## src/rtl/stream_add_seq.sv

```systemverilog
// -----------------------------------------------------------------------------
// stream_add_seq
//   Byte-serial adder. The block loads BYTES_IN operand bytes (x then y,
//   little-endian). It adds them one byte per cycle with a rippled carry, then
//   streams the BYTES_OUT result bytes out over a valid/ready handshake.
//
// Ports
//   clk        : clock, all state on the rising edge
//   rst_n      : asynchronous active-low reset
//   in_data    : operand byte
//   in_valid   : in_data valid
//   in_ready   : block accepts in_data (LOAD state)
//   out_data   : result byte (0 outside DRAIN)
//   out_valid  : out_data valid (DRAIN state)
//   out_ready  : consumer accepts out_data
//   carry_out  : final carry of the last addition, held until the next ADD
//   busy       : high while adding (ADD state)
//   abort      : synchronous return to LOAD, discards the transaction
// -----------------------------------------------------------------------------
module stream_add_seq #(
   parameter int unsigned LOG2_BYTES_IN  = 3,
   parameter int unsigned LOG2_BYTES_OUT = 2
) (
   input  logic       clk,
   input  logic       rst_n,
   input  logic [7:0] in_data,
   input  logic       in_valid,
   output logic       in_ready,
   output logic [7:0] out_data,
   output logic       out_valid,
   input  logic       out_ready,
   output logic       carry_out,
   output logic       busy,
   input  logic       abort
);

   localparam int unsigned BYTES_IN  = 1 << LOG2_BYTES_IN;
   localparam int unsigned BYTES_OUT = 1 << LOG2_BYTES_OUT;
   localparam int unsigned CNT_W     = LOG2_BYTES_IN;
   localparam int unsigned RES_W     = LOG2_BYTES_OUT;

   localparam logic [CNT_W-1:0] LAST_IN  = CNT_W'(BYTES_IN - 1);
   localparam logic [CNT_W-1:0] LAST_OUT = CNT_W'(BYTES_OUT - 1);
   localparam logic [CNT_W-1:0] Y_BASE   = CNT_W'(BYTES_OUT);

   typedef enum logic [1:0] {
      ST_LOAD  = 2'd0,
      ST_ADD   = 2'd1,
      ST_DRAIN = 2'd2
   } state_e;

   // Control state
   state_e           state_q, state_d;
   logic [CNT_W-1:0] cnt_q,   cnt_d;
   logic             carry_q, carry_d;

   // Operand and result storage
   logic [7:0]       op_q  [BYTES_IN];
   logic [7:0]       op_d  [BYTES_IN];
   logic [7:0]       res_q [BYTES_OUT];
   logic [7:0]       res_d [BYTES_OUT];

   // Registered outputs
   logic             in_ready_q,  in_ready_d;
   logic             out_valid_q, out_valid_d;
   logic             busy_q,      busy_d;
   logic [7:0]       out_data_q,  out_data_d;

   // Handshake events
   logic             in_xfer_c;
   logic             out_xfer_c;

   // Byte adder: x byte i + y byte i + carry, with i = counter during ADD
   logic [CNT_W-1:0] y_idx_c;
   logic [8:0]       sum_c;

   assign in_xfer_c  = in_valid  && (state_q == ST_LOAD);
   assign out_xfer_c = out_ready && (state_q == ST_DRAIN);

   assign y_idx_c = cnt_q + Y_BASE;
   assign sum_c   = {1'b0, op_q[cnt_q]} + {1'b0, op_q[y_idx_c]} + {8'd0, carry_q};

   // ---------------------------------------------------------------------------
   // State register
   // ---------------------------------------------------------------------------
   always_ff @(posedge clk or negedge rst_n) begin
      if (!rst_n) begin
         state_q <= ST_LOAD;
         cnt_q   <= '0;
      end else begin
         state_q <= state_d;
         cnt_q   <= cnt_d;
      end
   end

   // ---------------------------------------------------------------------------
   // Next-state and byte counter; abort overrides every transfer
   // ---------------------------------------------------------------------------
   always_comb begin
      state_d = state_q;
      cnt_d   = cnt_q;
      if (abort) begin
         state_d = ST_LOAD;
         cnt_d   = '0;
      end else begin
         unique case (state_q)
            ST_LOAD: begin
               if (in_xfer_c) begin
                  if (cnt_q == LAST_IN) begin
                     state_d = ST_ADD;
                     cnt_d   = '0;
                  end else begin
                     cnt_d = cnt_q + CNT_W'(1);
                  end
               end
            end
            ST_ADD: begin
               if (cnt_q == LAST_OUT) begin
                  state_d = ST_DRAIN;
                  cnt_d   = '0;
               end else begin
                  cnt_d = cnt_q + CNT_W'(1);
               end
            end
            ST_DRAIN: begin
               if (out_xfer_c) begin
                  if (cnt_q == LAST_OUT) begin
                     state_d = ST_LOAD;
                     cnt_d   = '0;
                  end else begin
                     cnt_d = cnt_q + CNT_W'(1);
                  end
               end
            end
            default: begin
               state_d = ST_LOAD;
               cnt_d   = '0;
            end
         endcase
      end
   end

   // ---------------------------------------------------------------------------
   // Datapath next values: operand capture, byte add, carry ripple.
   // Abort clears only the carry; operand and result storage are kept.
   // ---------------------------------------------------------------------------
   always_comb begin
      op_d    = op_q;
      res_d   = res_q;
      carry_d = carry_q;
      if (abort) begin
         carry_d = 1'b0;
      end else begin
         unique case (state_q)
            ST_LOAD: begin
               if (in_xfer_c) begin
                  op_d[cnt_q] = in_data;
                  if (cnt_q == LAST_IN) begin
                     carry_d = 1'b0;
                  end
               end
            end
            ST_ADD: begin
               res_d[cnt_q[RES_W-1:0]] = sum_c[7:0];
               carry_d                 = sum_c[8];
            end
            default: begin
               carry_d = carry_q;
            end
         endcase
      end
   end

   // ---------------------------------------------------------------------------
   // Datapath registers
   // ---------------------------------------------------------------------------
   always_ff @(posedge clk or negedge rst_n) begin
      if (!rst_n) begin
         carry_q <= 1'b0;
         for (int unsigned i = 0; i < BYTES_IN; i++) begin
            op_q[i] <= '0;
         end
         for (int unsigned i = 0; i < BYTES_OUT; i++) begin
            res_q[i] <= '0;
         end
      end else begin
         carry_q <= carry_d;
         op_q    <= op_d;
         res_q   <= res_d;
      end
   end

   // ---------------------------------------------------------------------------
   // Output decode from next state, so the outputs are registered yet still
   // track the state they describe in the same cycle
   // ---------------------------------------------------------------------------
   always_comb begin
      in_ready_d  = (state_d == ST_LOAD);
      out_valid_d = (state_d == ST_DRAIN);
      busy_d      = (state_d == ST_ADD);
      out_data_d  = '0;
      if (state_d == ST_DRAIN) begin
         out_data_d = res_d[cnt_d[RES_W-1:0]];
      end
   end

   // ---------------------------------------------------------------------------
   // Output registers
   // ---------------------------------------------------------------------------
   always_ff @(posedge clk or negedge rst_n) begin
      if (!rst_n) begin
         in_ready_q  <= 1'b1;
         out_valid_q <= 1'b0;
         busy_q      <= 1'b0;
         out_data_q  <= '0;
      end else begin
         in_ready_q  <= in_ready_d;
         out_valid_q <= out_valid_d;
         busy_q      <= busy_d;
         out_data_q  <= out_data_d;
      end
   end

   assign in_ready  = in_ready_q;
   assign out_valid = out_valid_q;
   assign busy      = busy_q;
   assign out_data  = out_data_q;
   assign carry_out = carry_q;

endmodule

```

## config.mk

```make
export PLATFORM = sky130hd
export DESIGN_NAME = stream_add_seq
export DESIGN_NICKNAME = d
export VERILOG_FILES = /design/src/rtl/stream_add_seq.sv
export SDC_FILE = /design/constraint.sdc
export NUM_CORES = 1
export LEC_CHECK = 0
export ABC_AREA = 1
export BUFFER_PORTS_ARGS = -buffer_cell sky130_fd_sc_hd__buf_2
export CAP_MARGIN = 10
export CORE_MARGIN = 3
export CORE_UTILIZATION = 30
export DETAILED_ROUTE_END_ITERATION = 8
export GPL_TIMING_DRIVEN = 0
export PLACE_DENSITY = 0.53
export SLEW_MARGIN = 20
export SYNTH_ARGS = -nofsm -noshare
export SYNTH_HDL_FRONTEND = slang
export SYNTH_SLANG_ARGS = --single-unit
```

## constraint.sdc

```tcl
create_clock -name clk -period 4.7 [get_ports clk]
set_clock_uncertainty 0.15 [all_clocks]
set_input_delay 0.705 -clock clk [delete_from_list [all_inputs] [get_ports clk]]
set_output_delay 0.705 -clock clk [all_outputs]
set_load 0.02 [all_outputs]
```

==> flow_metrics.py, run 1 <==
metrics = {
    "synthesis": {
        "syn_avg_cell_area_um2": 8.07,
        "synthesis.nets": 752,
        "synth_most_common_cell": "nand2_1",
        "synthDistinctLibCells": 33,
        "synth-edff-count": 0,
        "synthArstFlopShare_pct": 100,
        "yosys_warnings": 0,
        "synth_area_um2": 5830,
        "synth_commonest_cells": "nand2_1, dfrtp_1, o21ai_0",
        "synth_ff_type": "dfrtp_1",
        "synthTopCellsByArea": "dfrtp_1, nand2_1, o21ai_0",
        "synth-seq-cells": 113,
        "syn_inst": 723,
        "synth_top_cell_by_area": "dfrtp_1",
        "ys_seq_area_share_pct": 48.5,
        "synth_top_area_share_pct": 48.0,
    },
    "clock_tree": {
        "cts.sinks": 113,
        "cts_buffer_depth": 2,
        "cts.clk_slew.worst_paths_ns": 0.06,
        "postCtsSetupBuffers": 0,
        "cts_hold_buf": 0,
        "clk_latency_ns": 0.42,
        "tritoncts": "done",
        "cts_resized": 0,
        "htreeDepth": 4,
        "cts_root_buf": "clkbuf_16",
        "numCtsBuffers": 17,
    },
    "sta": {
        "fin_crit_ns": 4.14,
        "final-max-slew-violation-count": 0,
        "max_slew_margin_pct": 53.1,
        "setup_viol": 0,
        "finalHoldViolations": 0,
        "rsz0062_at_grt": "false",
        "tightest_slew_ns": 0.704,
        "post-route-period-util_pct": 88.1,
        "fin_tns_setup_ns": 0,
        "hold_ws_ns": 0.0737,
        "fmax_ghz": 0.241,
    },
    "setup_path": {
        "cp.arrival_ns": 4.29,
        "crit_required_ns": 4.85,
        "cp_cell_sequence": "inv_2 -> buf_2 -> buf_1 -> a21oi_1 -> o21ai_0 -> nand2_1 -> o21ai_0 -> fa_1 -> inv_1 -> fa_1 -> inv_1 -> nand2_1 -> nand2_1 -> nand2_1 -> nand2_1 -> nand2_1 -> o21ai_0 -> nand2_1 -> nand3_1 -> a21oi_1",
        "r2r-start": "cnt_q[1]$_DFF_PN0_",
        "path_delay_family": "buffers and inverters",
        "worstSetupEndpointType": "flip-flop",
        "cp_slowest_cell": "buf_1",
        "crit_path_max_incr_delay_ns": 0.57,
        "cpMostUsedCell": "nand2_1",
        "cp_num_cells": 20,
        "r2r_setup_slack_ns": 0.56,
        "rr_worst_depth": 20,
        "startpoint": "cnt_q[1]$_DFF_PN0_",
        "cp-start-kind": "flip-flop",
        "cp_max_fo": 11,
        "crit_path_end": "out_data[4]$_DFF_PN0_",
        "crit_buf_inv": 5,
        "worst_r2r_endpoint": "out_data[4]$_DFF_PN0_",
        "worstSetupPathType": "flip-flop to flip-flop",
    },
    "place": {
        "dp_hpwl_um": 11200,
        "place.gp.congestion": 0.775,
        "portBuffers": 23,
        "dp.cells": 1007,
    },
    "outcome": {
        "run_status": "finished, final reports clean",
    },
    "power": {
        "p_per_area_nw_per_um2": 457,
        "ir_drop_uv": 271,
        "leakage_nw": 3.49,
    },
    "die": {
        "start_util_pct": 30.9,
        "die_area_um2": 21200,
        "dieWidth_um": 145,
        "num_rows": 50,
        "die_h_um": 145,
        "core_area_um2": 18900,
        "ios": 25,
    },
    "routing": {
        "first_pass_iters": 5,
        "wl_um": 15600,
        "wl_per_cell_um": 15.0,
        "drc_errors": 0,
        "num_vias": 4824,
        "vias_per_cell": 4.64,
        "ant_nets": 0,
        "drt_iter0_drc": 393,
    },
    "final_layout": {
        "final_cell_count_no_fill": 1039,
        "num-nets-final": 795,
        "areaGrowthSynthToFinish_pct": 19.1,
        "antenna_cells": 0,
        "drive_above_1_share_pct": 12.8,
    },
    "global_routing": {
        "grt-ovfl-total": 0,
        "grt_pass1_wl_um": 26200,
        "antenna_found_initial": 0,
        "grt_max_degree": 63,
        "grt_use_total_pct": 15.4,
        "grt_pass1_vias": 4890,
    },
    "job": {
        "drv_cap": 0,
    },
    "min_path": {
        "hold_path.class": "primary input to asynchronous set/reset pin",
    },
}
layout by cell type (no fill, tap or decap), drive strengths merged:
| cell | netlist | final |
|---|---|---|
| a21oi | 73 | 73 |
| a31oi | 1 | 1 |
| and2 | 1 | 1 |
| buf | 17 | 41 |
| bufinv | 0 | 4 |
| clkbuf | 12 | 32 |
| clkinv | 0 | 3 |
| clkinvlp | 0 | 4 |
| dfrtp | 112 | 112 |
| dfstp | 1 | 1 |
| fa | 2 | 2 |
| ha | 14 | 14 |
| inv | 96 | 97 |
| mux2i | 1 | 1 |
| nand2 | 179 | 179 |
| nand3 | 48 | 48 |
| nand3b | 3 | 3 |
| nor2 | 37 | 37 |
| nor4 | 7 | 7 |
| o211ai | 1 | 1 |
| o21a | 2 | 2 |
| o21ai | 108 | 108 |
| o31ai | 1 | 1 |
| or2 | 6 | 6 |
| xnor2 | 1 | 1 |
stage by stage:
stage	util, %	power [mW]	setup slack, ns	cell area (µm²)
3_3_place_gp	33.2	1.79	0.578	6270
2_1_floorplan	-	1.60	1.50	5830
6_report	36.8	3.17	0.559	6950
4_1_cts	36.8	3.20	0.571	6950
3_5_place_dp	33.4	1.80	0.600	6310
5_1_grt	36.8	3.36	0.191	6950
report_power, final:
part           total (mW)  switching (mW)  leakage (nW)  internal [mW]
clock network        1.39           0.471         0.299          0.916
logic               0.646           0.435          1.77          0.212
registers            1.14          0.0489          1.42           1.09
total                3.17           0.954          3.49           2.22
sequential cells by signal (all words and copies together) (netlist names):
| signal | flops |
|---|---|
| op_q | 64 |
| res_q | 32 |
| out_data | 8 |
| cnt_q | 3 |
| state_q | 2 |
| busy | 1 |
| carry_out | 1 |
| in_ready | 1 |
| out_valid | 1 |
worst min path at each step:
stage,startpoint,to,slack (ns),cells past startpoint
floorplan,rst_n,busy$_DFF_PN0_,0.26,0
global placement,res_q[14]$_DFF_PN0_,res_q[14]$_DFF_PN0_,0.31,2
finish,rst_n,out_valid$_DFF_PN0_,0.07,1
global route,rst_n,out_valid$_DFF_PN0_,0.12,1
CTS,rst_n,out_valid$_DFF_PN0_,0.1,1
detailed placement,res_q[2]$_DFF_PN0_,res_q[2]$_DFF_PN0_,0.31,2
logic make-up (layout without fill, tap and decap cells):
kind of cell	after synthesis	after routing	share of synthesized area [%]
adders and majority gates	16	16	3.69
DFF	113	113	48.5
buffers and inverters	125	181	9.03
muxes	1	1	0.172
AOI/OAI and AO/OA	186	186	16.2
and+or+nand+nor	281	281	22.3
xor gates and xnor gates	1	1	0.150
per-layer routing:
metal	vias up	track usage [%]	part of all wire (%)
met5	-	0	0
met4	0	5.27	1.8
met3	20	3.55	3.7
met2	94	24.3	46
met1	2277	21.1	49
li1	2433	-	-
cell type report:
type                    count  area [µm²]
clock inverters            12         181
multi-input cells         485        2480
flip-flops and latches    113        2830
fillers                  2006       11900
inverters                  96         363
plain buffers              29         164
well taps                 260         325
clock buffers              20         457
repair buffers             24         149
(Power assumes the default switching activity.)
==> inputs of run 2 (changes only) <==
Settings changed: CAP_MARGIN 10 to default, CORE_UTILIZATION 30 to 55, PLACE_DENSITY 0.53 to 0.8.
Clock period 4.7 ns to 4.6 ns, I/O delays scaled along.
==> run 2 against run 1 <==
Compared with the run above:
- non-clock buffer count up 1
- via count increased by 8.3%
- hold slack better by 0.20 ns
- first-iteration DRC count down 5.1%
- critical path depth did not move
- sequential share of layout area rose by 0.92 points
- cell count is 12% lower
- critical path type unchanged
- largest cell class unchanged
- highest routed layer unchanged
==> flow_metrics.py, run 2 (synthesized netlist as in run 1, its figures left out) <==
metrics = {
    "clock_tree": {
        "numCtsBuffers": 17,
        "cts_resized": 0,
        "cts.sinks": 113,
        "cts_root_buf": "clkbuf_8",
        "clk_latency_ns": 0.54,
        "cts.clk_slew.worst_paths_ns": 0.06,
        "tritoncts": "done",
        "htreeDepth": 4,
        "cts_buffer_depth": 2,
    },
    "routing": {
        "num_vias": 5224,
        "wl_per_cell_um": 16.9,
        "drt_iter0_drc": 373,
        "first_pass_iters": 5,
        "ant_nets": 0,
        "vias_per_cell": 5.72,
        "wl_um": 15500,
        "drc_errors": 0,
    },
    "place": {
        "portBuffers": 23,
        "place_area_um2": 6150,
        "dp_hpwl_um": 10500,
        "place.gp.congestion": 0.903,
        "dp.cells": 880,
        "dp_slack_ns": 0.672,
    },
    "sta": {
        "hold_ws_ns": 0.274,
        "fmax_ghz": 0.247,
        "fin_tns_setup_ns": 0,
        "max_slew_margin_pct": 51.4,
        "post-route-period-util_pct": 88.0,
        "tightest_slew_ns": 0.729,
        "rsz0062_at_grt": "false",
        "worst_slack_ns": 0.551,
        "final-max-slew-violation-count": 0,
        "setup_viol": 0,
        "fin_crit_ns": 4.05,
        "finalHoldViolations": 0,
    },
    "min_path": {
        "hold_path.class": "primary input to flip-flop",
        "whs_path_depth": 2,
        "worstHoldStart": "abort",
        "worst_hold_path.endpoint": "busy$_DFF_PN0_",
    },
    "die": {
        "core_area_um2": 10000,
        "dieWidth_um": 109,
        "die_area_um2": 11900,
        "die_h_um": 109,
        "start_util_pct": 58.1,
        "num_rows": 36,
        "ios": 25,
    },
    "final_layout": {
        "final_cell_count_no_fill": 913,
        "largest_reg_flops": 64,
        "final_area_um2": 6790,
        "num-nets-final": 796,
        "regMostFlops": "op_q",
        "areaGrowthSynthToFinish_pct": 16.5,
        "drive_above_1_share_pct": 12.6,
        "antenna_cells": 0,
        "final_cell_mix": "nand2_1, dfrtp_1, o21ai_0, inv_1, a21oi_1",
        "final_common_cell": "nand2_1",
        "finalCoreUtilization_pct": 67.6,
    },
    "global_routing": {
        "antenna_found_initial": 0,
        "grt_max_degree": 66,
        "grt-ovfl-total": 0,
        "grt_pass1_vias": 5307,
        "grt_pass1_wl_um": 25600,
        "grt_use_total_pct": 28.3,
    },
    "power": {
        "leakage_nw": 3.50,
        "ir_drop_uv": 366,
        "p_per_area_nw_per_um2": 478,
        "total_power_mw": 3.25,
    },
    "setup_path": {
        "cpMostUsedCell": "nand2_1",
        "cp-start-kind": "flip-flop",
        "worstSetupEndpointType": "flip-flop",
        "r2r_setup_slack_ns": 0.55,
        "r2r-start": "cnt_q[1]$_DFF_PN0_",
        "cp.arrival_ns": 4.31,
        "crit_path_max_incr_delay_ns": 0.52,
        "cp_cell_sequence": "inv_2 -> buf_2 -> buf_1 -> a21oi_1 -> o21ai_0 -> nand2_1 -> o21ai_0 -> fa_1 -> inv_1 -> fa_1 -> inv_1 -> nand2_1 -> nand2_1 -> nand2_1 -> nand2_1 -> nand2_1 -> o21ai_0 -> nand2_1 -> nand3_1 -> a21oi_1",
        "worst_r2r_endpoint": "out_data[4]$_DFF_PN0_",
        "crit_required_ns": 4.86,
        "cp_slowest_cell": "buf_1",
        "cp_max_fo": 11,
        "worstSetupPathType": "flip-flop to flip-flop",
        "rr_worst_depth": 20,
    },
    "outcome": {
        "run_status": "finished, final reports clean",
    },
    "job": {
        "drv_cap": 0,
    },
}
-- run 2: cell count changes in the layout (fill, tap and decap cells not counted), sizes merged --
cell,change
inv,-1
clkinv,+1
clkbuf,+2
clkinvlp,-3
bufinv,+1
dlygate4sd3,+1
-- run 2: where the power goes --
part | internal [mW] | total [mW] | switching [mW]
Sequential | 1.11 | 1.17 | 0.0524
Combinational | 0.216 | 0.661 | 0.444
Clock | 0.961 | 1.42 | 0.459
-- run 2: cell type report --
| cell class | instances | area (µm²) |
|---|---|---|
| Fill cell | 789 | 3250 |
| Inverter | 96 | 363 |
| Multi-Input combinational cell | 485 | 2480 |
| Sequential cell | 113 | 2830 |
| Clock buffer | 22 | 453 |
| Tap cell | 133 | 166 |
| Buffer | 29 | 164 |
| Clock inverter | 10 | 181 |
| Timing Repair Buffer | 25 | 159 |
-- run 2: how the worst max path moves through the flow --
stage,startpoint,end,slack (ns),cells after the start
2_1_floorplan,cnt_q[1]$_DFF_PN0_,out_data[4]$_DFF_PN0_,1.40,20
3_3_place_gp,cnt_q[1]$_DFF_PN0_,out_data[6]$_DFF_PN0_,0.77,19
3_5_place_dp,cnt_q[1]$_DFF_PN0_,out_data[4]$_DFF_PN0_,0.67,20
4_1_cts,cnt_q[1]$_DFF_PN0_,out_data[4]$_DFF_PN0_,0.61,20
5_1_grt,cnt_q[1]$_DFF_PN0_,out_data[4]$_DFF_PN0_,0.16,20
6_report,cnt_q[1]$_DFF_PN0_,out_data[4]$_DFF_PN0_,0.55,20
-- run 2: critical path, delay by kind of cell (launching register included) --
family,cells,cell delay [ns]
simple gates,8,0.66
compound gates,5,0.83
buf+inv,5,1.12
fa+ha+maj,2,0.68
flops,1,0.49
-- run 2: repair_timing --
item,CTS,global route
buffers inserted,0,0
hold buffers,1,0
hold endpoints to repair,47,0
-- run 2: metal layers --
metal / track usage [%] / vias up / routed length [µm] / part of all wire, %
li1: - / 2432 / - / -
met1: 33.1 / 2522 / 6110 / 40
met2: 48.2 / 222 / 7860 / 51
met3: 7.52 / 48 / 1010 / 6.5
met4: 13.6 / 0 / 497 / 3.2
met5: 0 / - / 0 / 0
